[src/rtl/vdp_pkg.sv]
// Shared types and constants for the VDP port controller: memory targets,
// command codes and the write-FIFO entry layout.
package vdp_pkg;

  typedef enum logic [1:0] {
    NONE  = 2'b00,
    VRAM  = 2'b01,
    CRAM  = 2'b10,
    VSRAM = 2'b11
  } vdp_target_t;

  localparam logic [3:0] CODE_VRAM_WR  = 4'b0001;
  localparam logic [3:0] CODE_CRAM_WR  = 4'b0011;
  localparam logic [3:0] CODE_VSRAM_WR = 4'b0101;

  localparam logic [4:0] AUTO_INC_REG = 5'd15;

  typedef struct packed {
    vdp_target_t target;
    logic [15:0] addr;
    logic [15:0] data;
  } vdp_entry_t;

  // Only the low four code bits select a write target; reads and DMA codes map to NONE.
  function automatic vdp_target_t decode_target(input logic [3:0] code);
    vdp_target_t tgt;
    case (code)
      CODE_VRAM_WR:  tgt = VRAM;
      CODE_CRAM_WR:  tgt = CRAM;
      CODE_VSRAM_WR: tgt = VSRAM;
      default:       tgt = NONE;
    endcase
    return tgt;
  endfunction

endpackage

[src/rtl/vdp_wr_fifo.sv]
// Synchronous FIFO of VDP write entries with registered full/empty flags.
// A push while full is accepted only when a pop happens in the same cycle.
module vdp_wr_fifo
  import vdp_pkg::*;
#(
  parameter int FIFO_DEPTH = 4
) (
  input  logic                          clk,
  input  logic                          rst,
  input  logic                          push,
  input  vdp_entry_t                    push_data,
  input  logic                          pop,
  output vdp_entry_t                    head,
  output logic                          full,
  output logic                          empty,
  output logic [$clog2(FIFO_DEPTH):0]   count
);

  localparam int PTR_W = $clog2(FIFO_DEPTH);
  localparam logic [PTR_W:0] FULL_CNT = (PTR_W + 1)'(FIFO_DEPTH);

  vdp_entry_t       mem [FIFO_DEPTH];
  logic [PTR_W-1:0] wr_ptr;
  logic [PTR_W-1:0] rd_ptr;
  logic [PTR_W:0]   count_next;
  logic             do_push;
  logic             do_pop;

  assign do_pop  = pop && !empty;
  assign do_push = push && (!full || do_pop);
  assign head    = mem[rd_ptr];

  always_comb begin
    count_next = count;
    if (do_push && !do_pop) begin
      count_next = count + 1'b1;
    end else if (!do_push && do_pop) begin
      count_next = count - 1'b1;
    end
  end

  always_ff @(posedge clk) begin
    if (rst) begin
      wr_ptr <= '0;
      rd_ptr <= '0;
      count  <= '0;
      full   <= 1'b0;
      empty  <= 1'b1;
    end else begin
      if (do_push) begin
        wr_ptr <= wr_ptr + 1'b1;
      end
      if (do_pop) begin
        rd_ptr <= rd_ptr + 1'b1;
      end
      count <= count_next;
      full  <= (count_next == FULL_CNT);
      empty <= (count_next == '0);
    end
  end

  // Storage carries no reset; stale slots are never visible because empty gates the head.
  always_ff @(posedge clk) begin
    if (do_push) begin
      mem[wr_ptr] <= push_data;
    end
  end

endmodule

[src/rtl/vdp_port_ctrl.sv]
// VDP data/control port front end: decodes control words into register writes
// or address/code commands and queues data writes towards VRAM/CRAM/VSRAM.
module vdp_port_ctrl
  import vdp_pkg::*;
#(
  parameter int FIFO_DEPTH = 4,
  parameter int ADDR_W     = 16,
  parameter int NUM_REGS   = 24
) (
  input  logic              clk,
  input  logic              rst,
  input  logic              data_wr,
  input  logic              ctrl_wr,
  input  logic [15:0]       wdata,
  output logic              reg_we,
  output logic [4:0]        reg_idx,
  output logic [7:0]        reg_val,
  output logic              mem_req,
  output logic [1:0]        mem_target,
  output logic [ADDR_W-1:0] mem_addr,
  output logic [15:0]       mem_data,
  input  logic              mem_ack,
  output logic              fifo_empty,
  output logic              fifo_full,
  output logic              ovf_err
);

  // Handshake: mem_req is high whenever the FIFO holds an entry; the head
  // fields stay stable until a cycle with mem_req && mem_ack pops it.

  logic [5:0]   code;
  logic [15:0]  addr;
  logic         pending;
  logic [7:0]   auto_inc;

  vdp_target_t  data_tgt;
  vdp_entry_t   push_data;
  vdp_entry_t   head;
  logic         push;
  logic         pop;
  logic         is_reg_wr;
  logic         reg_idx_ok;
  logic         overflow;
  logic [$clog2(FIFO_DEPTH):0] fifo_count;

  assign data_tgt   = decode_target(code[3:0]);
  assign is_reg_wr  = ctrl_wr && !pending && (wdata[15:14] == 2'b10);
  assign reg_idx_ok = (int'(wdata[12:8]) < NUM_REGS);
  assign push       = data_wr && (data_tgt != NONE);
  assign pop        = mem_ack && !fifo_empty;
  assign overflow   = push && fifo_full && !pop;

  always_comb begin
    push_data        = '0;
    push_data.target = data_tgt;
    push_data.addr   = addr;
    push_data.data   = wdata;
  end

  vdp_wr_fifo #(
    .FIFO_DEPTH (FIFO_DEPTH)
  ) u_fifo (
    .clk       (clk),
    .rst       (rst),
    .push      (push),
    .push_data (push_data),
    .pop       (pop),
    .head      (head),
    .full      (fifo_full),
    .empty     (fifo_empty),
    .count     (fifo_count)
  );

  assign mem_req    = !fifo_empty;
  assign mem_target = fifo_empty ? 2'b00 : head.target;
  assign mem_addr   = fifo_empty ? '0 : head.addr[ADDR_W-1:0];
  assign mem_data   = fifo_empty ? 16'h0000 : head.data;

  // Control effects are written after data effects so they win on a shared cycle.
  always_ff @(posedge clk) begin
    if (rst) begin
      code     <= '0;
      addr     <= '0;
      pending  <= 1'b0;
      auto_inc <= '0;
      ovf_err  <= 1'b0;
      reg_we   <= 1'b0;
      reg_idx  <= '0;
      reg_val  <= '0;
    end else begin
      reg_we <= 1'b0;
      if (data_wr) begin
        pending <= 1'b0;
        addr    <= addr + {8'h00, auto_inc};
        if (overflow) begin
          ovf_err <= 1'b1;
        end
      end
      if (ctrl_wr) begin
        if (is_reg_wr) begin
          if (reg_idx_ok) begin
            reg_we  <= 1'b1;
            reg_idx <= wdata[12:8];
            reg_val <= wdata[7:0];
          end
          if (wdata[12:8] == AUTO_INC_REG) begin
            auto_inc <= wdata[7:0];
          end
        end else if (!pending) begin
          code[1:0]  <= wdata[15:14];
          addr[13:0] <= wdata[13:0];
          pending    <= 1'b1;
        end else begin
          code[5:2]   <= wdata[7:4];
          addr[15:14] <= wdata[1:0];
          pending     <= 1'b0;
        end
      end
    end
  end

  logic unused_ok;
  assign unused_ok = ^{fifo_count, code[5:4]};

endmodule

[config.mk]
export PLATFORM = sky130hd
export DESIGN_NAME = vdp_port_ctrl
export DESIGN_NICKNAME = d
export VERILOG_FILES = /design/src/rtl/vdp_pkg.sv /design/src/rtl/vdp_wr_fifo.sv /design/src/rtl/vdp_port_ctrl.sv
export SDC_FILE = /design/constraint.sdc
export NUM_CORES = 1
export LEC_CHECK = 0
export CORE_MARGIN = 8
export CORE_UTILIZATION = 57
export DETAILED_ROUTE_END_ITERATION = 8
export HOLD_SLACK_MARGIN = 0.03
export MAX_ROUTING_LAYER = met4
export PLACE_DENSITY = 0.8
export SYNTH_ARGS = -nofsm -noshare
export SYNTH_HDL_FRONTEND = slang
export SYNTH_SLANG_ARGS = --single-unit
[constraint.sdc]
create_clock -name clk -period 2.7 [get_ports clk]
set_input_delay 0.54 -clock clk [delete_from_list [all_inputs] [get_ports clk]]
set_output_delay 0.54 -clock clk [all_outputs]
set_load 0.02 [all_outputs]
==> flow_metrics.env <==
export IMPL_min_delay_path_depth=2
export IMPL_worstPathMaxFanout=12
export IMPL_ff2ff_path_depth=7
export IMPL_post_synth_instance_area_sq_um=7880
export IMPL_register_area_sq_um=5190
export IMPL_ys_seq_area_share_pct=65.8
export IMPL_hold_class="reg -> reg"
export IMPL_post_route_drc_count=0
export IMPL_rsz0062_at_grt="no"
export IMPL_drv_max_cap_violation_count=0
export IMPL_fill_cells=909
export IMPL_cpPeakStageDelay_ns=0.54
export IMPL_vdd_ir_drop_max_uv=510
export IMPL_report_final_setup_viol=0
export IMPL_drive_gt1_share_pct=16.5
export IMPL_timing_final_hold_violations=0
export IMPL_postCtsSetupRepairBufs=0
export IMPL_critical_path_slowest_cell="sky130_fd_sc_hd__mux4_2"
export IMPL_grt_max_degree=37
export IMPL_slew_headroom_pct=27.3
export IMPL_reg2reg_setup_slack_ns=0.35
export IMPL_run_status="complete, no violations"
export IMPL_cellLeakagePower_nw=3.51
export IMPL_multi_input_comb_area_sq_um=2560
export IMPL_grt_remaining_overflow=0
export IMPL_grt_busiest_layer="met2"
export IMPL_final_period_utilization_pct=97.0
export IMPL_clkLatencyLatePin_ns=0.44
export IMPL_clockRootBuffer="sky130_fd_sc_hd__clkbuf_16"
export IMPL_grt_total_usage_pct=19.9
export IMPL_grt_pass1_wl_mm=26.2
export IMPL_synth_warnings=0
export IMPL_placeableCoreArea_sq_um=13700
export IMPL_detail_route_vias_per_cell=5.81
export IMPL_fin_cells=803
export IMPL_period_minus_slack_ns=2.62
export IMPL_htreeDepth=4
export IMPL_critical_path_buf_inv_count=2
export IMPL_startpoint_type="flop"
export IMPL_share_of_async_settable_or_async_resettable_flops_after_synthesis_pct=0
export IMPL_hold_path_end="ovf_err$_SDFFE_PP0P_"
export IMPL_worst_setup_hold_path_clk_slew_ns=0.07
export IMPL_average_detailed_routed_wire_length_per_instance_um=20.7
export IMPL_worst_r2r_startpoint="addr[0]$_SDFF_PP0_"
export IMPL_ys_seq_elements=191
export IMPL_power_density_nw_per_um2=750
export IMPL_max_clock_path_buffers=2
export IMPL_totalNegativeSetupSlack_ns=0
export IMPL_max_slew_worst_pin_slew_ns=1.09
export IMPL_n_antenna_cell=0
export IMPL_gate_count_of_the_mapped_netlist=517
export IMPL_cts_inserted_buffers=17
export IMPL_post_cts_hold_buffer_count=0
export IMPL_timing_fmax_ghz=0.382
export IMPL_critical_path_required_ns=2.16
export IMPL_routed_via_count=4664
export IMPL_placed_cells_incl_taps=770
export IMPL_finalClockSkew_ns=0.0114
export IMPL_grt_util_met3_pct=4.29
export IMPL_number_of_antenna_violations_at_the_first_check_in_global_routing=0
export IMPL_tritoncts="built"
export IMPL_critical_path_endpoint_type="output pin"
export IMPL_cp_depth=4
export IMPL_worst_path_arrival_ns=2.08
export IMPL_tritoncts_num_sinks=191
export IMPL_crit_family="multiplexers"
export IMPL_floorplan_io_pins=73
export IMPL_die_w_um=134
export IMPL_number_of_design_rule_violations_left_by_the_first_detailed_router_iteration=358
export IMPL_die_h_um=134
export IMPL_holdCritStartpoint="ovf_err$_SDFFE_PP0P_"
export IMPL_area_delta_synth_final_pct=21.7
export IMPL_rr_endpoint="addr[10]$_SDFF_PP0_"
export IMPL_globalRouteMet1Util_pct=24.1
export IMPL_post_synthesis_net_count=553
export IMPL_number_of_synthesized_flops_with_an_enable_pin=136
export IMPL_synthDistinctLibCells=49
export IMPL_1st_pass_router_iterations=5
export IMPL_syn_area_per_cell_sq_um=15.2
export IMPL_critPathKind="reg -> out"
export IMPL_drt_antenna_violating_nets=0
export IMPL_routed_wl_mm=16.7
export IMPL_hpwlAfterDp_mm=11.1
export IMPL_fp_dieArea_sq_um=17800
export IMPL_num_rows=43
export IMPL_nNetsFinal=646
export IMPL_cp_cell_sequence="buf_12 -> mux4_2 -> and2_1 -> dlygate4sd2_1"
export IMPL_groute_layer_met2_usage_pct=31.8
export IMPL_io_buffer_count=72
export IMPL_start_util_pct=57.6
export IMPL_first_global_vias=4729
export IMPL_ys_dominant_reg_cell="sky130_fd_sc_hd__edfxtp_1"
export IMPL_max_slew_violation_count=0
export IMPL_place_congestion=0.853
## state kept, by name, indices dropped and copies added (netlist names), named ones only
register       flops
u_fifo.full        1
ovf_err            1
reg_idx            5
auto_inc           8
reg_we             1
addr              16
u_fifo.mem       136
u_fifo.count       3
pending            1
u_fifo.empty       1
code               4
reg_val            8
u_fifo.wr_ptr      2
u_fifo.rd_ptr      2
## final cells by class
type | count | area share (%)
multi-input combinational | 295 | 26.8
clock buffer | 18 | 4.48
timing repair buffer | 96 | 10.2
sequential | 191 | 54.1
tap | 180 | 2.35
clock inverter | 14 | 1.74
inverter | 9 | 0.352
## cell usage after synthesis, drive strengths merged (2+ instances only)
| library cell | number | area share, % |
|---|---|---|
| nand2b | 2 | 0.16 |
| nor3 | 3 | 0.33 |
| a32oi | 2 | 0.32 |
| a21oi | 19 | 1.3 |
| xor2 | 3 | 0.33 |
| inv | 9 | 0.43 |
| or3 | 4 | 0.32 |
| nand3 | 4 | 0.25 |
| and2 | 39 | 3.1 |
| ha | 14 | 2.2 |
| dfxtp | 55 | 14 |
| and3 | 2 | 0.16 |
| mux4 | 34 | 9.7 |
| a211oi | 14 | 1.4 |
| nor2 | 52 | 2.5 |
| nand2 | 15 | 0.75 |
| edfxtp | 136 | 52 |
| mux2i | 24 | 3.1 |
| a31oi | 2 | 0.16 |
| nand4 | 4 | 0.32 |
| o211ai | 5 | 0.54 |
| clkbuf | 14 | 0.67 |
| a311oi | 4 | 0.60 |
| nor2b | 2 | 0.16 |
| a21o | 11 | 1.0 |
| o21ai | 13 | 0.92 |
| xnor2 | 12 | 1.3 |
| buf | 8 | 0.51 |
## stage by stage
step | power, mW | hold WS [ns] | setup WS [ns] | cell area [sq um] | utilization, %
6_report | 7.19 | 0.475 | 0.0822 | 9590 | 70.2
4_1_cts | 7.21 | 0.484 | 0.0457 | 9560 | 69.9
3_5_place_dp | 4.83 | 0.469 | 0.147 | 9000 | 65.8
2_1_floorplan | 4.21 | 0.439 | 0.319 | 7880 | -
5_1_grt | 7.45 | 0.519 | 0.00687 | 9590 | 70.2
3_3_place_gp | 4.80 | 0.457 | 0.188 | 9000 | 65.8
## how the worst max path moves through the flow
| stage | endpoint | start | slack (ns) |
|---|---|---|---|
| 2_1_floorplan | u_fifo.mem[0][0]$_DFFE_PP_ | data_wr | 0.32 |
| 3_3_place_gp | u_fifo.mem[0][5]$_DFFE_PP_ | data_wr | 0.19 |
| 3_5_place_dp | u_fifo.mem[0][5]$_DFFE_PP_ | data_wr | 0.15 |
| 4_1_cts | mem_data[3] | flop | 0.05 |
| 5_1_grt | mem_data[3] | flop | 0.007 |
| 6_report | mem_data[3] | flop | 0.08 |
## worst reg2reg max path, stage by stage, from the launching register on
cell and delay [ns]:
sky130_fd_sc_hd__dfxtp_1 0.39, sky130_fd_sc_hd__ha_1 0.29, sky130_fd_sc_hd__fa_1 0.42, sky130_fd_sc_hd__a21o_1 0.23
sky130_fd_sc_hd__a22oi_1 0.40, sky130_fd_sc_hd__a211oi_1 0.17, sky130_fd_sc_hd__xnor2_1 0.16, sky130_fd_sc_hd__a211oi_1 0.22
## routing by layer
metal  vias up  wire, um
li1       2150         -
met1      2323      6840
met5         -         0
met4         0       387
met3        29      1090
met2       162      8330
## what timing repair did
| action | CTS | global route |
|---|---|---|
| cloned | 0 | 1 |
| pin swaps | 0 | 0 |
| setup endpoints to repair | 34 | 1 |
| resized for setup | 35 | 2 |
## layout by cell type, fill, tap and decap left out, types with 3 or more instances in the layout
cell,count
sky130_fd_sc_hd__a211oi_1,13
sky130_fd_sc_hd__a21o_1,11
sky130_fd_sc_hd__a21oi_1,18
sky130_fd_sc_hd__and2_1,39
sky130_fd_sc_hd__buf_12,8
sky130_fd_sc_hd__buf_4,14
sky130_fd_sc_hd__bufinv_16,3
sky130_fd_sc_hd__clkbuf_16,18
sky130_fd_sc_hd__clkdlybuf4s50_1,37
sky130_fd_sc_hd__dfxtp_1,54
sky130_fd_sc_hd__dlygate4sd2_1,34
sky130_fd_sc_hd__edfxtp_1,136
sky130_fd_sc_hd__ha_1,14
sky130_fd_sc_hd__inv_1,9
sky130_fd_sc_hd__inv_6,3
sky130_fd_sc_hd__mux2i_1,24
sky130_fd_sc_hd__mux4_2,34
sky130_fd_sc_hd__nand2_1,14
sky130_fd_sc_hd__nand3_1,4
sky130_fd_sc_hd__nand4_1,4
sky130_fd_sc_hd__nor2_1,52
sky130_fd_sc_hd__o211ai_1,4
sky130_fd_sc_hd__o21ai_0,11
sky130_fd_sc_hd__or3_1,4
sky130_fd_sc_hd__xnor2_1,12
sky130_fd_sc_hd__xor2_1,3
## power by group
part | internal, mW | switching (mW) | leakage (nW)
clock | 1.46 | 1.06 | 0.286
sequential | 3.23 | 0.0989 | 1.69
combinational | 0.619 | 0.725 | 1.53
total | 5.31 | 1.88 | 3.51
## cell families (layout without fill, tap and decap cells)
kind of cell             count (synthesis)  after routing  synth area share (%)
adder cells (fa/ha/maj)                 15             15                  2.48
flip-flops                             191            191                  65.8
buffers and inverters                   31            137                  1.60
XOR/XNOR                                15             15                  1.67
AND/OR/NAND/NOR                        132            132                  8.64
AO/OA/AOI/OAI                           75             75                  7.01
multiplexers                            58             58                  12.8
Note: power is estimated with default switching activity, not from simulation.
